**src/rtl/wb_bus.sv**
```systemverilog
// wb_bus: shared Wishbone master command encoding and arbiter state encoding.
package wb_bus;
    typedef enum logic [1:0] {
        WISHBONE_CMD_NONE  = 2'd0,
        WISHBONE_CMD_LOAD  = 2'd1,
        WISHBONE_CMD_STORE = 2'd2
    } wb_command_t;

    typedef enum logic [2:0] {
        ARB_IDLE  = 3'b001,
        ARB_ISSUE = 3'b010,
        ARB_WAIT  = 3'b100
    } arb_state_t;
endpackage

```
**src/rtl/wb_arb_req_slot.sv**
```systemverilog
// wb_arb_req_slot: one requester's latched command, pending/in-flight flags and load result.
module wb_arb_req_slot
    import wb_bus::*;
(
    input  logic        clk,
    input  logic        rst,
    input  wb_command_t cmd,
    input  logic [31:0] addr,
    input  logic [31:0] wdata,
    input  logic [3:0]  wmask,
    input  logic        issue,
    input  logic        done,
    input  logic [31:0] bus_rdata,
    output logic        pending,
    output logic        busy,
    output wb_command_t req_cmd,
    output logic [31:0] req_addr,
    output logic [31:0] req_wdata,
    output logic [3:0]  req_wmask,
    output logic [31:0] rdata
);
    logic in_flight;

    assign busy = pending | in_flight;

    always_ff @(posedge clk) begin
        if (rst) begin
            pending   <= 1'b0;
            in_flight <= 1'b0;
            req_cmd   <= WISHBONE_CMD_NONE;
            req_addr  <= '0;
            req_wdata <= '0;
            req_wmask <= '0;
            rdata     <= '0;
        end else begin
            if (cmd != WISHBONE_CMD_NONE && !busy) begin
                pending   <= 1'b1;
                req_cmd   <= cmd;
                req_addr  <= addr;
                req_wdata <= wdata;
                req_wmask <= wmask;
            end
            if (issue) begin
                pending   <= 1'b0;
                in_flight <= 1'b1;
            end
            if (done) begin
                in_flight <= 1'b0;
                if (req_cmd == WISHBONE_CMD_LOAD) rdata <= bus_rdata;
            end
        end
    end
endmodule

```
**src/rtl/wb_port_arbiter.sv**
```systemverilog
// wb_port_arbiter: shares one wb_master between a fetch port (0) and a load/store port (1).
module wb_port_arbiter
    import wb_bus::*;
#(
    parameter bit FIXED_PRIORITY = 1'b0
) (
    input  logic        clk_in,
    input  logic        reset_in,
    input  wb_command_t p0_cmd_in,
    input  logic [31:0] p0_addr_in,
    input  logic [31:0] p0_wdata_in,
    input  logic [3:0]  p0_wmask_in,
    output logic        p0_busy_out,
    output logic [31:0] p0_rdata_out,
    input  wb_command_t p1_cmd_in,
    input  logic [31:0] p1_addr_in,
    input  logic [31:0] p1_wdata_in,
    input  logic [3:0]  p1_wmask_in,
    output logic        p1_busy_out,
    output logic [31:0] p1_rdata_out,
    output wb_command_t m_cmd_out,
    output logic [31:0] m_addr_out,
    output logic [31:0] m_wdata_out,
    output logic [3:0]  m_wmask_out,
    input  logic        m_busy_in,
    input  logic [31:0] m_rdata_in,
    output logic        grant_out
);
    arb_state_t  state, state_next;
    logic        grant, last_grant, pick, issue, done;
    logic [1:0]  pend;
    wb_command_t req_cmd   [2];
    logic [31:0] req_addr  [2];
    logic [31:0] req_wdata [2];
    logic [3:0]  req_wmask [2];

    wb_arb_req_slot u_slot0 (
        .clk(clk_in), .rst(reset_in),
        .cmd(p0_cmd_in), .addr(p0_addr_in), .wdata(p0_wdata_in), .wmask(p0_wmask_in),
        .issue(issue && !grant), .done(done && !grant), .bus_rdata(m_rdata_in),
        .pending(pend[0]), .busy(p0_busy_out),
        .req_cmd(req_cmd[0]), .req_addr(req_addr[0]), .req_wdata(req_wdata[0]), .req_wmask(req_wmask[0]),
        .rdata(p0_rdata_out)
    );

    wb_arb_req_slot u_slot1 (
        .clk(clk_in), .rst(reset_in),
        .cmd(p1_cmd_in), .addr(p1_addr_in), .wdata(p1_wdata_in), .wmask(p1_wmask_in),
        .issue(issue && grant), .done(done && grant), .bus_rdata(m_rdata_in),
        .pending(pend[1]), .busy(p1_busy_out),
        .req_cmd(req_cmd[1]), .req_addr(req_addr[1]), .req_wdata(req_wdata[1]), .req_wmask(req_wmask[1]),
        .rdata(p1_rdata_out)
    );

    // on a tie, round-robin favours the port that did not win last time
    assign pick = &pend ? (FIXED_PRIORITY ? 1'b0 : ~last_grant) : pend[1];

    always_comb begin
        state_next = state;
        issue      = 1'b0;
        done       = 1'b0;
        case (state)
            ARB_IDLE:  state_next = |pend ? ARB_ISSUE : ARB_IDLE;
            ARB_ISSUE: begin
                issue      = 1'b1;
                state_next = ARB_WAIT;
            end
            ARB_WAIT:  begin
                done       = !m_busy_in;
                state_next = m_busy_in ? ARB_WAIT : ARB_IDLE;
            end
            default:   state_next = ARB_IDLE;
        endcase
    end

    always_ff @(posedge clk_in) begin
        if (reset_in) begin
            state      <= ARB_IDLE;
            grant      <= 1'b0;
            last_grant <= 1'b1;
        end else begin
            state <= state_next;
            if (state == ARB_IDLE && |pend) grant <= pick;
            if (done) last_grant <= grant;
        end
    end

    assign grant_out   = grant;
    assign m_cmd_out   = issue ? req_cmd[grant] : WISHBONE_CMD_NONE;
    assign m_addr_out  = issue ? req_addr[grant] : '0;
    assign m_wmask_out = issue ? req_wmask[grant] : '0;
    assign m_wdata_out = (state != ARB_IDLE) ? req_wdata[grant] : '0;
endmodule

```
**config.mk**
```make
export PLATFORM = sky130hd
export DESIGN_NAME = wb_port_arbiter
export DESIGN_NICKNAME = d
export VERILOG_FILES = /design/src/rtl/wb_bus.sv /design/src/rtl/wb_arb_req_slot.sv /design/src/rtl/wb_port_arbiter.sv
export SDC_FILE = /design/constraint.sdc
export NUM_CORES = 1
export LEC_CHECK = 0
export ABC_AREA = 1
export ABC_CLOCK_PERIOD_IN_PS = 2100
export CAP_MARGIN = 20
export CORE_ASPECT_RATIO = 1.75
export CORE_MARGIN = 10
export CORE_UTILIZATION = 40
export CTS_CLUSTER_DIAMETER = 30
export CTS_CLUSTER_SIZE = 40
export DETAILED_ROUTE_END_ITERATION = 12
export DONT_BUFFER_PORTS = 1
export PLACE_DENSITY = 0.59
export SLEW_MARGIN = 30
export SYNTH_ARGS = -nofsm -noshare
export SYNTH_HDL_FRONTEND = slang
export SYNTH_HIERARCHICAL = 1
export SYNTH_SLANG_ARGS = --single-unit
```
**constraint.sdc**
```tcl
create_clock -name clk_in -period 2.1 [get_ports clk_in]
set_input_delay 0.21 -clock clk_in [delete_from_list [all_inputs] [get_ports clk_in]]
set_output_delay 0.21 -clock clk_in [all_outputs]
set_load 0.005 [all_outputs]
```
==> results_dict.tcl <==
set metrics [dict create \
    die_y_um 230 \
    finalMaxSlewViolations 0 \
    syn-num-nets 1734 \
    cp.required_ns 2.50 \
    num_rows 76 \
    min_path_type "input port to flip-flop" \
    initial_core_util_pct 40.9 \
    dr.pass1.iters 5 \
    tritoncts "done" \
    fin_util_pct 54.2 \
    cp.arrival_ns 2.46 \
    nFillCells 2390 \
    synthCells 1559 \
    grt_remaining_overflow 0 \
    holdPathStages 2 \
    io_buffers 0 \
    power.density_mw_per_mm2 978 \
    clk_path_buf_depth 3 \
    start_kind "flip-flop" \
    path_max_fanout 32 \
    antenna_found_initial 2 \
    skew_ns 0.0132 \
    period_share_pct 98.1 \
    grt_first_pass_wirelength_mm 57.1 \
    grt_util_all_layers_pct 21.4 \
    drc 0 \
    htree_levels 2 \
    final_layout_size_suffix_gt1_share_pct 6.50 \
    fin_cells 2020 \
    worst_pin_slew_ns 0.568 \
    drt-initial-drc-count 615 \
    maxCapViolCount 0 \
    p_leak_nw 6.52 \
    intPower_mw 9.45 \
    pwr-share-comb_pct 15.9 \
    ys_types 19 \
    clkTransAtPathRegs_ns 0.05 \
    layout_min_cycle_time_ns 2.06 \
    finalSetupViolCount 0 \
    ys_seq_area_share_pct 42.2 \
    postSynthAreaPerCell_sq_um 6.48 \
    route.detailed.wl_per_inst_um 18.1 \
    clkLatencyLatePin_ns 0.51 \
    grt_pass1_vias 10500 \
    reg2reg_depth 8 \
    slew_headroom_pct 62.1 \
    antenna_left 0 \
    status "complete, no violations" \
    dieWidth_um 140 \
    cp-end-kind "flip-flop" \
    seq_area_sq_mm 0.00427 \
    hold_violations 0 \
    cts_sinks 213 \
    netSwitchingPower_mw 3.67 \
    stdcell_area_sq_mm 0.0134 \
    power_frac_clock_pct 48.8 \
    peakVddDrop_mv 0.629 \
    switching_share_pct 28.0 \
    ios 312 \
    rsz0062_at_grt "yes" \
    post-place-cells 1774 \
    fmax_ghz 0.485 \
    mappedNetlistArea_sq_mm 0.0101 \
    path_class "flip-flop to flip-flop" \
    core_area_sq_mm 0.0247 \
    ys_seq_elements 213 \
    seqPwrFrac_pct 35.3 \
    finalWirelength_mm 36.5 \
    cts_root_buf "clkbuf_16" \
    hpwlAfterDp_mm 23.8 \
    gp_congestion 0.822 \
    grt_max_degree 94 \
    die-area_sq_mm 0.0323 \
    cts_buffers 37 \
    multi_input_area_sq_mm 0.00454 \
    yosys_warnings 6 \
    vias_per_cell 5.23 \
    final_nets 1855 \
    vias 10600 \
    layout-area-overhead-vs-synth_pct 32.7 \
    post_dp_cell_area_sq_mm 0.0103 \
]
[registers in the layout, summed over array words and instances (netlist names)]
| name | cells |
|---|---|
| u_slot1/req_cmd | 2 |
| grant_out | 1 |
| u_slot1/rdata | 32 |
| u_slot0/req_cmd | 2 |
| u_slot0/req_addr | 32 |
| u_slot1/in_flight | 1 |
| u_slot0/in_flight | 1 |
| u_slot1/pending | 1 |
| u_slot0/req_wmask | 4 |
| u_slot1/req_wdata | 32 |
| u_slot0/pending | 1 |
| u_slot1/req_wmask | 4 |
| state | 3 |
| u_slot1/req_addr | 32 |
| u_slot0/req_wdata | 32 |
| last_grant | 1 |
| u_slot0/rdata | 32 |
[cell usage after synthesis, drive strengths merged]
cell type	count	share of area, %
buf	96	5.0
nor3	2	0.099
nand4	68	4.2
nand3	144	7.2
dfxtp	213	42
or2	2	0.12
a21oi	208	10
nor2	149	5.7
nand3b	1	0.074
inv	187	6.9
clkbuf	32	1.2
nand2	457	17
[stage by stage]
stage | hold WS, ns | power, mW | TNS [ns] | worst slack, ns
finish | 0.0620 | 13.1 | 0 | 0.0398
global route | 0.0860 | 13.7 | -0.0713 | -0.0713
CTS | 0.0542 | 13.2 | 0 | 0.0750
detailed placement | 0.317 | 6.46 | 0 | 0.579
global placement | 0.316 | 6.44 | 0 | 0.632
floorplan | 0.279 | 6.02 | 0 | 0.543
[timing repair]
action | 4_1_cts | 5_1_grt
buffers inserted | 0 | 1
resized for setup | 0 | 4
hold endpoints to repair | 213 | 0
hold buffers | 178 | 0
endpoints found under the setup margin | 0 | 3
[layout make-up]
class,instances,area share [%]
Clock buffer,42,7.27
Multi-Input combinational cell,1031,33.9
Antenna cell,1,0.0187
Inverter,187,5.23
Timing Repair Buffer,210,16.2
Sequential cell,213,31.8
Clock inverter,24,2.71
Tap cell,312,2.91
[critical path, cell delays in order, from the launching register on]
cell and delay [ns]:
dfxtp_1 0.34, inv_1 0.12, nand4_1 0.22, nor2_4 0.22
nand3_1 0.12, buf_6 0.22, nand2_1 0.09, a21oi_1 0.06
dlygate4sd3_1 0.56
[routing by layer]
metal / track usage, % / wire [um] / vias to the layer above
met3: 5.18 / 2530 / 72
li1: - / - / 5173
met5: 0 / 7 / -
met1: 22.2 / 13200 / 4924
met4: 8.78 / 1250 / 2
met2: 39.6 / 19600 / 397
[path summary, 6_finish.rpt]
path,from,endpoint,slack [ns]
setup / recovery,state[1],u_slot0/rdata[14],0.04
hold reg to reg,u_slot1/req_wdata[23],u_slot1/req_wdata[23],0.48
hold / removal,reset_in,state[1],0.06
setup reg to reg,state[1],u_slot0/rdata[14],0.04
[power by group through the flow]
stage	sequential (mW)	clock [mW]	combinational, mW
finish	4.62	6.40	2.09
global placement	4.70	0	1.74
floorplan	4.62	0	1.40
detailed placement	4.70	0	1.76
global route	4.66	6.70	2.35
CTS	4.62	6.54	2.08
[kinds of logic after synthesis]
logic type             count (synthesis)  share of synthesized area, %
AOI/OAI and AO/OA                    208                          10.3
and+or+nand+nor                      823                          34.4
buffers and inverters                315                          13.2
DFF                                  213                          42.2
[placed cells by master (no fill, tap or decap)]
master         instances
clkbuf_1               2
nand3_2                1
inv_2                  4
nand4_1               68
clkbuf_16             37
nand3b_1               1
nand3_1              143
nor2_1               145
buf_4                 20
nor3_1                 2
dfxtp_1              212
clkinv_2               2
buf_16                 1
inv_6                  5
a21oi_1              208
inv_1                183
buf_6                  2
clkbuf_8               3
buf_12                10
nand2_1              455
clkinvlp_4             3
or2_2                  2
nor2_4                 4
bufinv_16              7
diode_2                1
dfxtp_2                1
dlygate4sd3_1        177
clkinv_4               5
clkinv_8               2
nand2_4                2
Note: power is estimated with default switching activity, not from simulation.
